==> config.mk <==
export PLATFORM = sky130hd
export DESIGN_NAME = uart_transmitter
export DESIGN_NICKNAME = d
export VERILOG_FILES = /design/src/rtl/uart_pkg.sv /design/src/rtl/baud_controller_transmitter.sv /design/src/rtl/uart_transmitter.sv
export SDC_FILE = /design/constraint.sdc
export NUM_CORES = 1
export LEC_CHECK = 0
export BUFFER_PORTS_ARGS = -buffer_cell sky130_fd_sc_hd__buf_2
export CORE_MARGIN = 4
export CORE_UTILIZATION = 45
export CTS_BUF_LIST = sky130_fd_sc_hd__clkbuf_4 sky130_fd_sc_hd__clkbuf_8 sky130_fd_sc_hd__clkbuf_16
export DETAILED_ROUTE_END_ITERATION = 8
export PLACE_DENSITY = 0.73
export SKIP_CTS_REPAIR_TIMING = 1
export SLEW_MARGIN = 15
export SYNTH_ARGS = -nofsm -noshare
export SYNTH_HDL_FRONTEND = slang
export SYNTH_SLANG_ARGS = --single-unit
==> constraint.sdc <==
create_clock -name clk -period 3.5 [get_ports clk]
set_input_delay 0.35 -clock clk [delete_from_list [all_inputs] [get_ports clk]]
set_output_delay 0.35 -clock clk [all_outputs]
set_load 0.005 [all_outputs]
==> src/rtl/uart_pkg.sv <==
// rtl/uart_pkg.sv - shared UART constants, frame state encoding and baud divisor table
package uart_pkg;

  localparam int SAMPLES_PER_BIT = 16;
  localparam int BAUD_CNT_W      = 14;

  typedef enum logic [2:0] {
    ST_IDLE,
    ST_START,
    ST_DATA,
    ST_PARITY,
    ST_STOP
  } tx_state_e;

  typedef logic [7:0][BAUD_CNT_W-1:0] div_tab_t;

  function automatic int baud_rate(input logic [2:0] sel);
    case (sel)
      3'd0:    return 300;
      3'd1:    return 1200;
      3'd2:    return 4800;
      3'd3:    return 9600;
      3'd4:    return 19200;
      3'd5:    return 38400;
      3'd6:    return 57600;
      default: return 115200;
    endcase
  endfunction

  // Rounded clk/(16*baud): adding half the denominator before dividing.
  function automatic logic [BAUD_CNT_W-1:0] baud_div(input int clk_hz, input logic [2:0] sel);
    int rate;
    int div;
    rate = baud_rate(sel);
    div  = (clk_hz + 8 * rate) / (16 * rate);
    return div[BAUD_CNT_W-1:0];
  endfunction

  function automatic div_tab_t baud_div_table(input int clk_hz);
    div_tab_t t;
    for (int s = 0; s < 8; s++) begin
      t[s[2:0]] = baud_div(clk_hz, s[2:0]);
    end
    return t;
  endfunction

endpackage

==> src/rtl/baud_controller_transmitter.sv <==
// rtl/baud_controller_transmitter.sv - one Tx_sample_ENABLE pulse per 1/16 bit period
module baud_controller_transmitter
  import uart_pkg::*;
#(
  parameter int CLK_FREQ_HZ = 50_000_000
) (
  input  logic       clk,
  input  logic       reset,
  input  logic       enable,
  input  logic [2:0] baud_select,
  output logic       Tx_sample_ENABLE
);

  localparam div_tab_t DIV_TAB = baud_div_table(CLK_FREQ_HZ);

  logic [BAUD_CNT_W-1:0] r_cnt;
  logic [BAUD_CNT_W-1:0] w_div_m1;
  logic                  w_wrap;

  assign w_div_m1 = DIV_TAB[baud_select] - BAUD_CNT_W'(1);
  assign w_wrap   = (r_cnt == w_div_m1);

  // Held at zero while disabled so every frame starts a fresh sample period.
  always_ff @(posedge clk) begin
    if (reset || !enable) begin
      r_cnt <= '0;
    end else if (w_wrap) begin
      r_cnt <= '0;
    end else begin
      r_cnt <= r_cnt + BAUD_CNT_W'(1);
    end
  end

  assign Tx_sample_ENABLE = enable && w_wrap;

endmodule

==> src/rtl/uart_transmitter.sv <==
// rtl/uart_transmitter.sv - 8E1/8O1 UART frame serialiser with Tx_WR/Tx_BUSY handshake
module uart_transmitter
  import uart_pkg::*;
#(
  parameter int CLK_FREQ_HZ = 50_000_000,
  parameter bit PARITY_ODD  = 1'b0
) (
  input  logic       clk,
  input  logic       reset,
  input  logic       Tx_EN,
  input  logic       Tx_WR,
  input  logic [7:0] Tx_DATA,
  input  logic [2:0] Tx_baud_select,
  output logic       TxD,
  output logic       Tx_BUSY,
  output logic       Tx_DONE
);

  tx_state_e  r_state, w_state_nxt;
  logic [3:0] r_sample_cnt, w_sample_cnt_nxt;
  logic [2:0] r_bit_idx, w_bit_idx_nxt;
  logic [7:0] r_shreg, w_shreg_nxt;
  logic       r_parity, w_parity_nxt;
  logic [2:0] r_baud_sel, w_baud_sel_nxt;
  logic       r_txd, w_txd_nxt;
  logic       r_busy, w_busy_nxt;
  logic       r_done, w_done_nxt;
  logic       w_sample_en;
  logic       w_bit_end;

  baud_controller_transmitter #(
    .CLK_FREQ_HZ(CLK_FREQ_HZ)
  ) u_baud (
    .clk             (clk),
    .reset           (reset),
    .enable          (r_busy),
    .baud_select     (r_baud_sel),
    .Tx_sample_ENABLE(w_sample_en)
  );

  assign w_bit_end = w_sample_en && (r_sample_cnt == 4'(SAMPLES_PER_BIT - 1));

  always_ff @(posedge clk) begin
    if (reset) begin
      r_state      <= ST_IDLE;
      r_sample_cnt <= '0;
      r_bit_idx    <= '0;
      r_shreg      <= 8'hFF;
      r_parity     <= 1'b0;
      r_baud_sel   <= '0;
      r_txd        <= 1'b1;
      r_busy       <= 1'b0;
      r_done       <= 1'b0;
    end else begin
      r_state      <= w_state_nxt;
      r_sample_cnt <= w_sample_cnt_nxt;
      r_bit_idx    <= w_bit_idx_nxt;
      r_shreg      <= w_shreg_nxt;
      r_parity     <= w_parity_nxt;
      r_baud_sel   <= w_baud_sel_nxt;
      r_txd        <= w_txd_nxt;
      r_busy       <= w_busy_nxt;
      r_done       <= w_done_nxt;
    end
  end

  // TxD is computed one cycle ahead so the line level always comes from a flop.
  always_comb begin
    w_state_nxt      = r_state;
    w_sample_cnt_nxt = w_sample_en ? r_sample_cnt + 4'd1 : r_sample_cnt;
    w_bit_idx_nxt    = r_bit_idx;
    w_shreg_nxt      = r_shreg;
    w_parity_nxt     = r_parity;
    w_baud_sel_nxt   = r_baud_sel;
    w_txd_nxt        = r_txd;
    w_busy_nxt       = r_busy;
    w_done_nxt       = 1'b0;

    unique case (r_state)
      ST_IDLE: begin
        w_txd_nxt  = 1'b1;
        w_busy_nxt = 1'b0;
        if (Tx_WR && Tx_EN) begin
          w_state_nxt      = ST_START;
          w_shreg_nxt      = Tx_DATA;
          w_parity_nxt     = (^Tx_DATA) ^ PARITY_ODD;
          w_baud_sel_nxt   = Tx_baud_select;
          w_sample_cnt_nxt = '0;
          w_bit_idx_nxt    = '0;
          w_txd_nxt        = 1'b0;
          w_busy_nxt       = 1'b1;
        end
      end
      ST_START: begin
        if (w_bit_end) begin
          w_state_nxt   = ST_DATA;
          w_bit_idx_nxt = '0;
          w_txd_nxt     = r_shreg[0];
        end
      end
      ST_DATA: begin
        if (w_bit_end) begin
          if (r_bit_idx == 3'd7) begin
            w_state_nxt = ST_PARITY;
            w_txd_nxt   = r_parity;
          end else begin
            w_shreg_nxt   = {1'b1, r_shreg[7:1]};
            w_bit_idx_nxt = r_bit_idx + 3'd1;
            w_txd_nxt     = r_shreg[1];
          end
        end
      end
      ST_PARITY: begin
        if (w_bit_end) begin
          w_state_nxt = ST_STOP;
          w_txd_nxt   = 1'b1;
        end
      end
      ST_STOP: begin
        if (w_bit_end) begin
          w_state_nxt = ST_IDLE;
          w_txd_nxt   = 1'b1;
          w_busy_nxt  = 1'b0;
          w_done_nxt  = 1'b1;
        end
      end
      default: begin
        w_state_nxt = ST_IDLE;
        w_txd_nxt   = 1'b1;
        w_busy_nxt  = 1'b0;
      end
    endcase

    if (!Tx_EN) begin
      w_state_nxt      = ST_IDLE;
      w_sample_cnt_nxt = '0;
      w_txd_nxt        = 1'b1;
      w_busy_nxt       = 1'b0;
      w_done_nxt       = 1'b0;
    end
  end

  assign TxD     = r_txd;
  assign Tx_BUSY = r_busy;
  assign Tx_DONE = r_done;

endmodule
==> results of run 1 <==
-- cell type report --
class                      count  area, µm²
sequential                    51       1020
tap                           75       93.8
clock inverter                 3       20.0
fill                         559       2890
multi-input combinational    222       1630
clock buffer                   5       68.8
timing repair buffer          22        123
inverter                      13       48.8
-- logic make-up (layout without fill, tap and decap cells) --
logic type      after synthesis  count (layout)  synth area share, %
flops                        51              51                 37.4
xor+xnor                     32              32                 10.3
simple gates                113             113                 24.1
compound gates               54              54                 15.2
mux                          11              11                 4.13
buf+inv                      23              43                 3.26
fa+ha+maj                    12              12                 5.51
-- critical path, cell delays in order (launching register included) --
cell and delay (ns):
dfxtp_1 0.37, or4_4 0.59, nor4_4 0.33, and4bb_1 0.23, o32ai_1 0.13, or4_1 0.58
or3b_4 0.43, nand3b_4 0.21, o221a_1 0.27
-- power by group --
part / leakage, nW / switching (mW) / internal [mW]
clock: 0.0402 / 0.197 / 0.139
combinational: 0.700 / 0.0634 / 0.0550
sequential: 0.415 / 0.0198 / 0.599
-- per-layer routing --
| metal | part of all wire, % | vias to the layer above | routed length, µm |
|---|---|---|---|
| li1 | - | 1092 | - |
| met1 | 51 | 998 | 2690 |
| met2 | 45 | 27 | 2350 |
| met3 | 2.6 | 6 | 138 |
| met4 | 1.3 | 0 | 70 |
| met5 | 0 | - | 0 |
-- metrics by stage --
step	utilization, %	instance area, µm²	setup slack (ns)	total power, mW
6_report	51.0	3000	0.230	1.07
3_5_place_dp	49.3	2900	0.142	0.748
5_1_grt	51.0	3000	0.0521	1.12
3_3_place_gp	49.3	2900	0.251	0.745
2_1_floorplan	-	2730	0.328	0.714
4_1_cts	50.8	2990	0.152	1.08
-- placed cells by master (no fill, tap or decap), types with 3 or more instances in the layout --
| master | instances |
|---|---|
| buf_4 | 5 |
| mux2i_1 | 9 |
| ha_1 | 12 |
| xnor2_1 | 15 |
| dfxtp_1 | 51 |
| nand2_1 | 13 |
| or3_1 | 4 |
| clkbuf_8 | 5 |
| o221a_1 | 7 |
| a211oi_1 | 6 |
| nor3_1 | 5 |
| a21o_1 | 5 |
| nand4_1 | 4 |
| xor2_1 | 17 |
| o21ai_0 | 9 |
| buf_2 | 17 |
| and3_1 | 6 |
| inv_1 | 13 |
| a21oi_1 | 8 |
| nor2_1 | 32 |
| nand3_1 | 13 |
| or2_2 | 12 |
| nor2b_1 | 5 |
| a31oi_1 | 3 |
-- worst max path at each step --
stage / startpoint / slack [ns] / to / cells after the start
finish: register / 0.23 / r_shreg[5] / 8
global route: register / 0.05 / r_shreg[5] / 10
CTS: register / 0.15 / r_shreg[5] / 10
detailed placement: register / 0.14 / r_shreg[5] / 10
global placement: register / 0.25 / r_shreg[5] / 10
floorplan: register / 0.33 / r_shreg[6] / 9
==> impl_metrics.py, run 1 <==
metrics = {
    "cts": {
        "root_buffer": "clkbuf_8",
        "clk_pin_slew_ns": 0.10,
        "cts_buffers": 5,
        "cts.sinks": 51,
        "clk_latency_ns": 0.31,
        "cts_buffer_depth": 2,
        "cts_tree": "yes",
        "cts_htree_levels": 2,
    },
    "timing": {
        "setup_viol": 0,
        "setup_tns_ns": 0,
        "min_period_ns": 3.27,
        "worst_slew_pin_slew_ns": 0.513,
        "fin_crit_sh_pct": 93.4,
        "grt_setup_unrepaired": "no",
        "maxSlewViolCount": 0,
        "hold_violations": 0,
        "finClkSkew_ns": 0.0142,
        "holdWs_ns": 0.333,
        "fmax_mhz": 306,
        "slew_headroom_pct": 65.8,
    },
    "global_routing": {
        "grt_overflow": 0,
        "grt_first_pass_wirelength_um": 9000,
        "top_usage_layer": "met2",
        "grt_pass1_vias": 1908,
        "antenna_found_initial": 0,
        "track_usage_pct": 15.1,
        "grt_max_degree": 17,
        "use_met3_pct": 3.27,
        "met1_usage_pct": 20.9,
        "use_met2_pct": 23.6,
    },
    "synth": {
        "synth_edf_count": 0,
        "synth.top_cells.by_area": "dfxtp_1 (37%), ha_1 (5.5%), xor2_1 (5.5%)",
        "yosysSeqAreaShare_pct": 37.4,
        "synth_commonest_cells": "dfxtp_1 (51), nor2_1 (32), xor2_1 (17), xnor2_1 (15)",
        "ys_ff_latch": 51,
        "syn_avg_cell_area_um2": 9.21,
        "syn_inst": 296,
        "yosys.cell_count.top_type": "dfxtp_1",
        "async_flop_share_pct": 0,
        "yosysTopAreaCellShare_pct": 37.4,
        "netlist-cell-type-count": 51,
        "yosysWarnings": 0,
        "synthesis.nets": 323,
        "synth_largest_area_cell": "dfxtp_1",
        "ys.flop_type": "dfxtp_1",
        "syn_area_um2": 2730,
    },
    "floorplan": {
        "die-area_um2": 7370,
        "core-area_um2": 5890,
        "ios": 18,
        "die_x_um": 85.8,
        "rows": 28,
        "die_h_um": 85.8,
        "initial_utilization_pct": 46.3,
    },
    "power": {
        "powerDensity_nw_per_um2": 358,
        "p_leak_nw": 1.15,
        "vdd_drop_max_uv": 254,
    },
    "routing": {
        "ant_nets": 0,
        "via_count": 2123,
        "routed_wl_um": 5240,
        "viasPerCell": 5.43,
        "drt_iter0_markers": 134,
        "drc": 0,
        "firstDrtPassIters": 4,
        "wire_per_inst_um": 13.4,
    },
    "outcome": {
        "status": "finished, final reports clean",
    },
    "setup_path": {
        "ff2ff_setup_slack_ns": 0.23,
        "crit_arrival_ns": 3.48,
        "r2r_cells": 8,
        "cp-start-kind": "register",
        "worstPathRequired_ns": 3.71,
        "critPathMaxFanout": 7,
        "worst_setup_path_end_kind": "register",
        "crit_type": "reg2reg",
        "r2r_end": "r_shreg[5]",
    },
    "min_path": {
        "whs_path_depth": 2,
        "worstHoldStart": "reset",
        "hold_path_end": "r_parity",
        "hp-class": "in2reg",
    },
    "layout": {
        "drive_gt1_share_pct": 16.8,
        "syn_to_final_growth_pct": 10.1,
        "finalNonFillerCells": 391,
        "nNetsFinal": 342,
        "num_antenna_cells": 0,
    },
    "placement": {
        "gp_congestion": 0.893,
        "dp_hpwl_um": 3940,
        "place_inst": 383,
        "io_buffers": 17,
    },
    "run": {
        "max-cap-violations": 0,
    },
}
(Power assumes the default switching activity.)
==> inputs of run 2 (changes only) <==
BUFFER_PORTS_ARGS = not set   (was -buffer_cell sky130_fd_sc_hd__buf_2)
DONT_BUFFER_PORTS = 1   (was not set)
PLACE_DENSITY = 0.71   (was 0.73)
==> impl_metrics.py, run 2 (synthesis gave the netlist of run 1 again) <==
metrics = {
    "setup_path": {
        "worst_setup_path_end_kind": "register",
        "crit_arrival_ns": 3.49,
        "cpPeakStageDelay_ns": 0.60,
        "cp-start-kind": "register",
        "crit_chain": "or4_4, nor4_4, and4bb_1, o32ai_1, or4_1, or3b_4, nand3b_4, o221a_1",
        "critPathSlowestCell": "or4_4",
        "worstPathRequired_ns": 3.70,
        "critPathMaxFanout": 7,
        "crit_family": "simple AND/OR/NAND/NOR gates",
        "critical_path_buf_inv_count": 0,
        "crit_type": "reg2reg",
    },
    "run": {
        "max-cap-violations": 0,
    },
    "layout": {
        "nNetsFinal": 325,
        "num_antenna_cells": 0,
        "finalNonFillerCells": 374,
        "final_cell_mix": "dfxtp_1 (51), nor2_1 (32), xor2_1 (17)",
        "mostFrequentLayoutCell": "dfxtp_1",
        "drive_gt1_share_pct": 12.0,
        "syn_to_final_growth_pct": 6.93,
        "utilization_pct": 49.5,
    },
    "placement": {
        "place_inst": 366,
        "dp_hpwl_um": 3730,
        "gp_congestion": 0.862,
        "place_ws_ns": 0.120,
        "io_buffers": 0,
    },
    "routing": {
        "wire_per_inst_um": 13.5,
        "drc": 0,
        "viasPerCell": 5.49,
        "firstDrtPassIters": 4,
        "drt_iter0_markers": 117,
        "ant_nets": 0,
        "routed_wl_um": 5070,
        "via_count": 2054,
    },
    "global_routing": {
        "grt_overflow": 0,
        "track_usage_pct": 14.6,
        "grt_pass1_vias": 1967,
        "grt_max_degree": 17,
        "antenna_found_initial": 0,
        "grt_first_pass_wirelength_um": 8800,
    },
    "floorplan": {
        "die_x_um": 85.8,
        "ios": 18,
        "core-area_um2": 5890,
        "rows": 28,
        "initial_utilization_pct": 46.3,
        "die_h_um": 85.8,
        "die-area_um2": 7370,
    },
    "timing": {
        "finalWorstSetupSlack_ns": 0.206,
        "slew_headroom_pct": 67.1,
        "hold_violations": 0,
        "fmax_mhz": 304,
        "grt_setup_unrepaired": "no",
        "setup_viol": 0,
        "min_period_ns": 3.29,
        "worst_slew_pin_slew_ns": 0.493,
        "maxSlewViolCount": 0,
        "finClkSkew_ns": 0.00688,
        "fin_crit_sh_pct": 94.1,
        "setup_tns_ns": 0,
    },
    "cts": {
        "clk_latency_ns": 0.30,
        "cts_buffer_depth": 2,
        "cts_tree": "yes",
        "cts_buffers": 5,
        "clk_pin_slew_ns": 0.10,
        "root_buffer": "clkbuf_8",
        "cts_htree_levels": 2,
        "cts.sinks": 51,
    },
    "power": {
        "p_leak_nw": 1.09,
        "power_mw": 1.06,
        "powerDensity_nw_per_um2": 364,
        "vdd_drop_max_uv": 218,
    },
    "min_path": {
        "hp-class": "in2reg",
    },
    "outcome": {
        "status": "finished, final reports clean",
    },
}
## run 2: changes by cell type in the layout (fill, tap and decap cells not counted), sizes merged
cell  previous run  this run
buf             22         5
## run 2: where the power goes
group,total [mW],internal (mW),switching [mW]
Combinational,0.106,0.0493,0.0567
Clock,0.336,0.139,0.197
Sequential,0.618,0.599,0.0194
Total,1.06,0.788,0.273
## run 2: path summary, 6_finish.rpt
check                  start         endpoint  slack (ns)  depth (start not counted)
min reg2reg  u_baud.r_cnt[0]  u_baud.r_cnt[0]        0.48                          1
min                    reset         r_parity        0.11                          1
max reg2reg         register       r_shreg[6]        0.21                          8
max                 register       r_shreg[6]        0.21                          8
## run 2: through the flow
step,instance area [µm²],hold WS [ns]
floorplan,2730,0.436
global placement,2820,0.427
detailed placement,2820,0.436
CTS,2910,0.101
global route,2920,0.0845
finish,2920,0.113
## run 2: layout make-up
| cell class | count | area [µm²] |
|---|---|---|
| repair buffers | 5 | 37.5 |
| inverters | 13 | 48.8 |
| multi-input cells | 222 | 1630 |
| flip-flops and latches | 51 | 1020 |
| fillers | 570 | 2970 |
| well taps | 75 | 93.8 |
| clock inverters | 3 | 20.0 |
| clock buffers | 5 | 68.8 |
## run 2: metal layers
metal | GRT usage (%) | up-vias | part of all wire (%)
li1 | - | 1058 | -
met1 | 19.5 | 967 | 50
met2 | 23.1 | 24 | 46
met3 | 3.94 | 5 | 3.0
met4 | 4.46 | 0 | 1.2
met5 | 0 | - | 0
